===== config.mk =====
export PLATFORM = sky130hd
export DESIGN_NAME = decode_stage_p
export DESIGN_NICKNAME = d
export VERILOG_FILES = /design/src/rtl/decode_stage_p_pkg.sv /design/src/rtl/decode_stage_p_grf.sv /design/src/rtl/decode_stage_p.sv
export SDC_FILE = /design/constraint.sdc
export NUM_CORES = 2
export LEC_CHECK = 0
export ABC_CLOCK_PERIOD_IN_PS = 10850
export CORE_MARGIN = 3
export CORE_UTILIZATION = 44
export CTS_CLUSTER_DIAMETER = 150
export CTS_CLUSTER_SIZE = 20
export DETAILED_ROUTE_END_ITERATION = 16
export PLACE_DENSITY = 0.63
export SYNTH_ARGS = -nofsm -noshare
export SYNTH_HDL_FRONTEND = slang
export SYNTH_HIERARCHICAL = 1
export SYNTH_SLANG_ARGS = --single-unit

===== constraint.sdc =====
create_clock -name clk -period 10.85 [get_ports clk]
set_input_delay 3.255 -clock clk [delete_from_list [all_inputs] [get_ports clk]]
set_output_delay 3.255 -clock clk [all_outputs]
set_load 0.02 [all_outputs]

===== src/rtl/decode_stage_p_pkg.sv =====
// Shared encodings for the stall/flush-capable decode stage: branch
// conditions, next-PC selects and the hard-wired zero register.
package decode_stage_p_pkg;

  typedef enum logic [2:0] {
    CMP_BEQ  = 3'd0,
    CMP_BNE  = 3'd1,
    CMP_BLEZ = 3'd2,
    CMP_BGTZ = 3'd3,
    CMP_BLTZ = 3'd4,
    CMP_BGEZ = 3'd5
  } cmp_op_e;

  typedef enum logic [2:0] {
    NPC_SEQ = 3'd0,
    NPC_BR  = 3'd1,
    NPC_J   = 3'd2,
    NPC_JR  = 3'd3
  } npc_sel_e;

  localparam int REG_ZERO = 0;

  // Branch displacement: sign-extended word offset.
  function automatic logic signed [31:0] br_offset(input logic [15:0] imm16);
    br_offset = {{14{imm16[15]}}, imm16, 2'b00};
  endfunction

endpackage


===== src/rtl/decode_stage_p_grf.sv =====
// General register file with asynchronous clear, one write port and two
// combinational read ports that see a same-cycle write (write-through).
module d_grf_p
  import decode_stage_p_pkg::*;
#(
  parameter int REG_NUM = 32,
  parameter int RA_W    = $clog2(REG_NUM)
) (
  input  logic            clk,
  input  logic            reset,
  input  logic            w_en,
  input  logic [RA_W-1:0] w_addr,
  input  logic [31:0]     w_data,
  input  logic [RA_W-1:0] ra1,
  input  logic [RA_W-1:0] ra2,
  output logic [31:0]     rd1,
  output logic [31:0]     rd2
);

  logic [31:0] regs [REG_NUM];
  logic        wr_live;

  assign wr_live = w_en && (w_addr != RA_W'(REG_ZERO));

  always_ff @(posedge clk or negedge reset) begin
    if (!reset) begin
      for (int i = 0; i < REG_NUM; i++) regs[i] <= '0;
    end else if (wr_live) begin
      regs[w_addr] <= w_data;
    end
  end

  function automatic logic [31:0] rd_port(input logic [RA_W-1:0] ra,
                                          input logic            live,
                                          input logic [RA_W-1:0] wa,
                                          input logic [31:0]     wd,
                                          input logic [31:0]     stored);
    if (ra == RA_W'(REG_ZERO)) rd_port = '0;
    else if (live && (wa == ra)) rd_port = wd;
    else rd_port = stored;
  endfunction

  assign rd1 = rd_port(ra1, wr_live, w_addr, w_data, regs[ra1]);
  assign rd2 = rd_port(ra2, wr_live, w_addr, w_data, regs[ra2]);

endmodule


===== src/rtl/decode_stage_p.sv =====
// Decode stage: IF/ID register, bypassed GRF read, operand forwarding,
// branch comparison and next-PC selection.
module decode_stage_p
  import decode_stage_p_pkg::*;
#(
  parameter int          REG_NUM  = 32,
  parameter int          NUM_FWD  = 3,
  parameter logic [31:0] RESET_PC = 32'h0000_3000,
  parameter int          RA_W     = $clog2(REG_NUM),
  parameter int          SEL_W    = $clog2(NUM_FWD + 1)
) (
  input  logic                  clk,
  input  logic                  reset,
  input  logic [31:0]           f_pc,
  input  logic [31:0]           f_instr,
  input  logic                  stall,
  input  logic                  flush,
  input  logic                  w_en,
  input  logic [RA_W-1:0]       w_addr,
  input  logic [31:0]           w_data,
  input  logic [SEL_W-1:0]      fwd_sel_rs,
  input  logic [SEL_W-1:0]      fwd_sel_rt,
  input  logic [32*NUM_FWD-1:0] fwd_data,
  input  logic [2:0]            cmp_op,
  input  logic [2:0]            pc_src,
  output logic [31:0]           d_pc,
  output logic [31:0]           d_instr,
  output logic                  d_valid,
  output logic [31:0]           d_rs_val,
  output logic [31:0]           d_rt_val,
  output logic                  d_branch_taken,
  output logic [31:0]           d_npc,
  output logic [31:0]           d_pc8
);

  logic [31:0]     pc_p0;
  logic [31:0]     instr_p0;
  logic            vld_p0;
  logic [RA_W-1:0] rs_idx;
  logic [RA_W-1:0] rt_idx;
  logic [31:0]     grf_rs;
  logic [31:0]     grf_rt;
  logic [31:0]     pc4;
  logic [31:0]     f_pc4;
  logic            cond;

  // ---- Stage p0: IF/ID register (flush beats stall beats load) ----
  always_ff @(posedge clk or negedge reset) begin
    if (!reset) begin
      pc_p0    <= RESET_PC;
      instr_p0 <= '0;
      vld_p0   <= 1'b0;
    end else if (flush) begin
      pc_p0    <= f_pc;
      instr_p0 <= '0;
      vld_p0   <= 1'b0;
    end else if (!stall) begin
      pc_p0    <= f_pc;
      instr_p0 <= f_instr;
      vld_p0   <= 1'b1;
    end
  end

  // ---- Decode: combinational from p0 state and current inputs ----
  assign rs_idx = instr_p0[21 +: RA_W];
  assign rt_idx = instr_p0[16 +: RA_W];

  d_grf_p #(.REG_NUM(REG_NUM)) u_grf (
    .clk    (clk),
    .reset  (reset),
    .w_en   (w_en),
    .w_addr (w_addr),
    .w_data (w_data),
    .ra1    (rs_idx),
    .ra2    (rt_idx),
    .rd1    (grf_rs),
    .rd2    (grf_rt)
  );

  // Selects above NUM_FWD fall through to the GRF value.
  function automatic logic [31:0] fwd_pick(input logic [SEL_W-1:0]      sel,
                                           input logic [RA_W-1:0]       idx,
                                           input logic [31:0]           grf,
                                           input logic [32*NUM_FWD-1:0] fd);
    fwd_pick = grf;
    for (int k = 0; k < NUM_FWD; k++) begin
      if (sel == SEL_W'(k + 1)) fwd_pick = fd[32*k +: 32];
    end
    if (idx == RA_W'(REG_ZERO)) fwd_pick = '0;
  endfunction

  assign d_rs_val = fwd_pick(fwd_sel_rs, rs_idx, grf_rs, fwd_data);
  assign d_rt_val = fwd_pick(fwd_sel_rt, rt_idx, grf_rt, fwd_data);

  function automatic logic br_cond(input logic [2:0]         op,
                                   input logic signed [31:0] a,
                                   input logic signed [31:0] b);
    case (op)
      CMP_BEQ:  br_cond = (a == b);
      CMP_BNE:  br_cond = (a != b);
      CMP_BLEZ: br_cond = (a <= 0);
      CMP_BGTZ: br_cond = (a > 0);
      CMP_BLTZ: br_cond = (a < 0);
      CMP_BGEZ: br_cond = (a >= 0);
      default:  br_cond = 1'b0;
    endcase
  endfunction

  assign cond           = br_cond(cmp_op, d_rs_val, d_rt_val);
  assign d_branch_taken = vld_p0 && (pc_src == NPC_BR) && cond;

  assign pc4   = pc_p0 + 32'd4;
  assign f_pc4 = f_pc + 32'd4;

  always_comb begin
    d_npc = f_pc4;
    if (vld_p0) begin
      case (pc_src)
        NPC_BR:  if (cond) d_npc = pc4 + 32'(br_offset(instr_p0[15:0]));
        NPC_J:   d_npc = {pc4[31:28], instr_p0[25:0], 2'b00};
        NPC_JR:  d_npc = d_rs_val;
        default: d_npc = f_pc4;
      endcase
    end
  end

  assign d_pc    = pc_p0;
  assign d_instr = instr_p0;
  assign d_valid = vld_p0;
  assign d_pc8   = pc_p0 + 32'd8;

endmodule


After elaboration in Yosys (flattened, before gate mapping)
Cells that the tools add are included.
- flip-flop bits (word level): 1089
- output and inout bits: 194
- word-level logic and storage cells: 108
- $add $sub $neg: 4
- order comparisons: 8
- eq/ne operators: 19
- multiplexer cells: 29
- bitwise gates (word level): 3
- reduce and logical (&&, ||, !) cells: 10
- operator list (cell ; count):
    1024-bit bitwise mux ; 1
    32-bit two-way mux ; 21
    32-bit binary-select mux with 5-bit select ; 2
    32-bit demux with 5-bit select ; 1
    32-bit case mux with 3 select lines ; 1
    32-bit by 3-bit adder with 32-bit output (second input constant) ; 2
    32-bit adder ; 1
    32-bit by 4-bit adder with 32-bit output (second input constant) ; 1
    32-bit equality test ; 1
    32-bit by 1-bit >= comparator with 1-bit output (second input constant) ; 1
    32-bit by 1-bit > comparator with 1-bit output (second input constant) ; 1
    32-bit by 1-bit less-or-equal comparator with 1-bit output (second input constant) ; 1
    32-bit by 1-bit less-than comparator with 1-bit output (second input constant) ; 1
    32-bit inequality test ; 1
    6-bit >= comparator (second input constant) ; 3
    5-bit inverter with 6-bit output ; 3
    3-bit by 2-bit equality test with 1-bit output (second input constant) ; 4
    5-bit equality test ; 2
    5-bit zero test ; 2
    2-bit equality test (second input constant) ; 4
    3-bit by 1-bit equality test with 1-bit output (second input constant) ; 2
    3-bit equality test (second input constant) ; 2
    1-bit logical AND ; 6
    6-bit by 1-bit less-than comparator with 1-bit output (second input constant) ; 1
    6 further kinds ; 8

Longest topological paths before layout
- depth in word-level cells: 14
- gate-level depth with buffers: 22
- mapped depth without buffers: 18

Cells and area by module
The synthesis kept the hierarchy.
- modules (own cells, without submodules) (module ; times used ; cells each ; area each (um^2) ; sequential area each (um^2)):
    d_grf_p ; 1 ; 3913 ; 55205.4 ; 25624.6
    decode_stage_p ; 1 ; 1098 ; 9502.9 ; 1629.1

Least setup slack after synthesis
No wires, ideal clock.
- kind: input to output
- from: in w_addr[0]
- to: out d_npc[23]
- arrival time: 7.832 ns
- data required time: 7.595 ns
- slack: -0.237 ns
- stages on the path: 18
- path buffers: 4
- path through: buf_2 xor2_1 nor4_2 and3_1 clkbuf_1 buf_2 a221o_1 mux2_2 o22ai_1 a211oi_1 xnor2_2 nand4_1 or3_1 or3_4 a311o_1 buf_6 and4b_1 a211oi_1
- cells in the longest elaborated chain, start to end: 13
- elaborated cells on any way between the ends: 26
- classes of those cells: order compare (4); eq/ne (4); mux (14); reduce/logical (4)
- RTL lines (element ; line ; source):
    from (decl) ; decode_stage_p.sv:19 ; input logic [RA_W-1:0] w_addr,
    5-bit nonzero test ; decode_stage_p_grf.sv:23 ; assign wr_live = w_en && (w_addr != RA_W'(REG_ZERO));
    1-bit logical AND ; decode_stage_p_grf.sv:23 ;
    1-bit logical AND * ; decode_stage_p_grf.sv:39 ; else if (live && (wa == ra)) rd_port = wd;
    32-bit two-way mux * ; decode_stage_p_grf.sv:39 ;
    via grf_rs[18] ; decode_stage_p.sv:41 ; logic [31:0] grf_rs;
    32-bit two-way mux * (3 in series) ; decode_stage_p.sv:87 ; if (sel == SEL_W'(k + 1)) fwd_pick = fd[32*k +: 32];
    32-bit two-way mux * ; decode_stage_p.sv:89 ; if (idx == RA_W'(REG_ZERO)) fwd_pick = '0;
    via d_rs_val[18] ; decode_stage_p.sv:29 ; output logic [31:0] d_rs_val,
    32-bit by 1-bit >= comparator with 1-bit output, or another cell as far along ; decode_stage_p.sv:104 ; CMP_BGEZ: br_cond = (a >= 0);
    1-bit case mux with 6 select lines * ; decode_stage_p.sv:98 ; case (op)
    32-bit two-way mux * ; decode_stage_p.sv:119 ; NPC_BR: if (cond) d_npc = pc4 + 32'(br_offset(instr_p0[15:0]));
    32-bit case mux with 3 select lines * ; decode_stage_p.sv:118 ; case (pc_src)
    32-bit two-way mux * ; decode_stage_p.sv:117 ; if (vld_p0) begin
    to (decl) ; decode_stage_p.sv:32 ; output logic [31:0] d_npc,
Mark *: on every way through the listed nets, which the timed path passes. The rest lies on a longest branch.

Worst setup path in the final report
- from: in w_addr[2]
- to: out d_npc[23]
- cells in the longest elaborated chain, start to end: 13
- elaborated cells on any way between the ends: 26
- classes of those cells: order compare (4); eq/ne (4); mux (14); reduce/logical (4)
- RTL lines (element ; line):
    5-bit nonzero test ; decode_stage_p_grf.sv:23
    1-bit logical AND ; decode_stage_p_grf.sv:23
    1-bit logical AND * ; decode_stage_p_grf.sv:39
    32-bit two-way mux * ; decode_stage_p_grf.sv:39
    via grf_rs[21] ; decode_stage_p.sv:41
    32-bit two-way mux * (3 in series) ; decode_stage_p.sv:87
    32-bit two-way mux * ; decode_stage_p.sv:89
    32-bit by 1-bit >= comparator with 1-bit output, or another cell as far along ; decode_stage_p.sv:104
    1-bit case mux with 6 select lines * ; decode_stage_p.sv:98
    32-bit two-way mux * ; decode_stage_p.sv:119
    32-bit case mux with 3 select lines * ; decode_stage_p.sv:118
    32-bit two-way mux * ; decode_stage_p.sv:117
Marks and branches as above.

==> results_dict.tcl <==
set metrics [dict create \
    worstRegToRegCells 3 \
    cp_max_fo 5 \
    synthCells 5011 \
    worstMarginPinSlew_ns 1.451 \
    cts_tree "yes" \
    gr-total-overflow 0 \
    die-area_mm2 0.1517 \
    crit_type "primary input to primary output" \
    ys_ff_latch 1089 \
    syn-cell-area_mm2 0.06471 \
    cp.arrival_ns 8.08 \
    dp.final_hpwl_um 191000 \
    yosys_warnings 6 \
    fin_worst_skew_ns 0 \
    portBuffers 405 \
    slowest_stage "mux4_2" \
    place.gp.congestion 1.051 \
    die_w_um 389.5 \
    ant_nets 0 \
    synth_edf_count 0 \
    routed-via-count 50934 \
    cp-end-kind "primary output" \
    die_h_um 389.5 \
    p_leak_uw 0.03114 \
    fmax_mhz 88.21 \
    critPathLaunchType "primary input" \
    grt_usage_pct 36.21 \
    cp_common_cell "buf_6" \
    dr.pass1.iters 6 \
    synth.top_cell.area_share_pct 42.04 \
    post_drt_wl_per_cell_um 38.10 \
    crit_required_ns 7.60 \
    io_pins 406 \
    synth_common_cells "dfrtp_1, mux2_2, mux4_2" \
    finalCritPeriodShare_pct 104.5 \
    synthDistinctLibCells 93 \
    slew_headroom_pct 2.905 \
    hold_path.class "register to register" \
    nets 5697 \
    fin_hold_ws_ns 0.4036 \
    drt_iter0_markers 6498 \
    cts_root_buffer "clkbuf_16" \
    clock_sinks 1089 \
    start_util_pct 44.35 \
    status "finished, violations left" \
    path_cells "buf_8 > buf_6 > xor2_4 > nor4_4 > buf_4 > nand3_4 > buf_6 > nand2_4 > buf_8 > a21oi_2 > a211o_1 > mux4_2 > nor3_2 > a31oi_4 > o21ai_2 > nand4_1 > or3_4 > a311o_1 > buf_6 > and4b_1 > a211oi_2 > buf_4 > buf_6" \
    syn_avg_cell_area_um2 12.91 \
    min_path_cells 0 \
    via_per_inst 6.892 \
    wl_um 281600 \
    final_hold_viol_count 0 \
    setup_violations 33 \
    fp.coreArea_mm2 0.1459 \
    maxCapViolCount 0 \
    cpPeakStageDelay_ns 0.62 \
    cts_made_buffers 60 \
    worst_slack_ns -0.4864 \
    finalPower_uw 11360 \
    rows 140 \
    area.growth.synth_to_final_pct 16.78 \
    path_clk_slew_ns 0.09 \
    insertion_delay_ns 0.72 \
    rsz0062_at_grt "true" \
    slew_viol_final 0 \
    grt_pass1_vias 50364 \
    ir_drop_uv 132.2 \
    antenna_found_initial 15 \
    yosysTopAreaCell "dfrtp_1" \
    synth_nets 5260 \
    min_period_ns 11.34 \
    cts_hold_buf 0 \
    htree_num_levels 2 \
    drive_gt1_share_pct 42.75 \
    drc 0 \
    synthArstFlopShare_pct 100.0 \
    ys.flop_type "dfrtp_1" \
    grt_max_degree 167 \
    violations "setup timing" \
    synthTopCellsByArea "dfrtp_1, mux2_2, mux4_2, mux2i_1, clkbuf_1" \
    grt_pass1_wl_um 391800 \
    power.density_mw_per_mm2 150.3 \
    cts_max_path_buffers 3 \
    ys_seq_area_share_pct 42.12 \
]
==> kinds of logic (layout without fill, tap and decap cells) <==
| family | count (synthesis) | in the layout | synth area share (%) |
|---|---|---|---|
| AOI/OAI and AO/OA | 674 | 674 | 7.379 |
| xor gates and xnor gates | 140 | 140 | 1.918 |
| adders and majority gates | 37 | 37 | 0.7270 |
| buffers and inverters | 553 | 1006 | 4.221 |
| DFF | 1089 | 1089 | 42.12 |
| muxes | 1771 | 1771 | 37.88 |
| other | 0 | 9 | 0 |
| and+or+nand+nor | 747 | 747 | 5.760 |
==> layout make-up <==
cell class,count,area (µm²)
antenna,9,22.52
clock buffer,76,1604
clock inverter,2,32.53
fill,12565,70350
inverter,38,142.6
multi-input combinational,3369,35660
sequential,1089,27280
tap,1917,2399
timing repair buffer,890,8419
==> power breakdown <==
group,internal [µW],switching [µW]
combinational,1800,1680
clock,1030,1430
sequential,4800,609
==> critical path, delay by kind of cell <==
family | cells | cell delay [ns]
AND/OR/NAND/NOR | 7 | 1.59
XOR/XNOR | 1 | 0.18
multiplexers | 1 | 0.62
AO/OA/AOI/OAI | 6 | 1.20
buffers and inverters | 8 | 1.20
==> cell usage in the layout (no fill, tap or decap), drive strengths merged, types with 98 or more instances in the layout <==
master and count:
dfrtp 1087, clkdlybuf4s50 352, nor2 218, buf 533, mux4 433, o21ai 117
mux2i 247, o22ai 130, xnor2 98, nand2 134, mux2 1091
==> per-stage QoR <==
step	cells	setup WS [ns]	utilization [%]	instance area, µm²	setup TNS (ns)
2_1_floorplan	5011	0.03910	-	64760	0
3_3_place_gp	7264	-1.440	49.80	72660	-44.58
3_5_place_dp	7264	-1.440	49.80	72660	-44.87
4_1_cts	7373	-0.4518	51.41	75010	-11.52
5_1_grt	7382	-0.6207	51.77	75550	-17.64
6_report	7390	-0.4864	51.79	75570	-12.91
==> worst paths after layout <==
| kind | startpoint | to | slack (ns) |
|---|---|---|---|
| min in group asynchronous | reset | u_grf/regs[890] | 2.52 |
| setup reg to reg | d_instr[23] | d_instr[23] | 8.83 |
| max in group asynchronous | reset | u_grf/regs[689] | 6.16 |
| hold / removal | u_grf/regs[1001] | u_grf/regs[1001] | 0.40 |
| hold reg to reg | u_grf/regs[1001] | u_grf/regs[1001] | 0.40 |
| setup / recovery | w_addr[2] | d_npc[23] | -0.49 |
==> repair_timing <==
action                     in CTS  in global routing
resized for setup             283                 96
setup endpoints to repair      33                 33
buffers inserted               26                 12
pin swaps                      62                 48
cloned                          5                  3
==> registers in the layout, indices dropped and copies added (netlist names) <==
signal,flops
u_grf/regs,1024
d_valid,1
d_instr,32
d_pc,32
==> layer usage <==
metal / share of wire [%] / GRT usage, % / vias to the layer above
met5: 0.038 / 0 / -
met3: 12 / 12.36 / 899
met1: 37 / 45.64 / 26586
li1: - / - / 19990
met2: 43 / 53.76 / 3443
met4: 7.8 / 22.18 / 16
No activity file was read; power rests on OpenSTA's default activity.
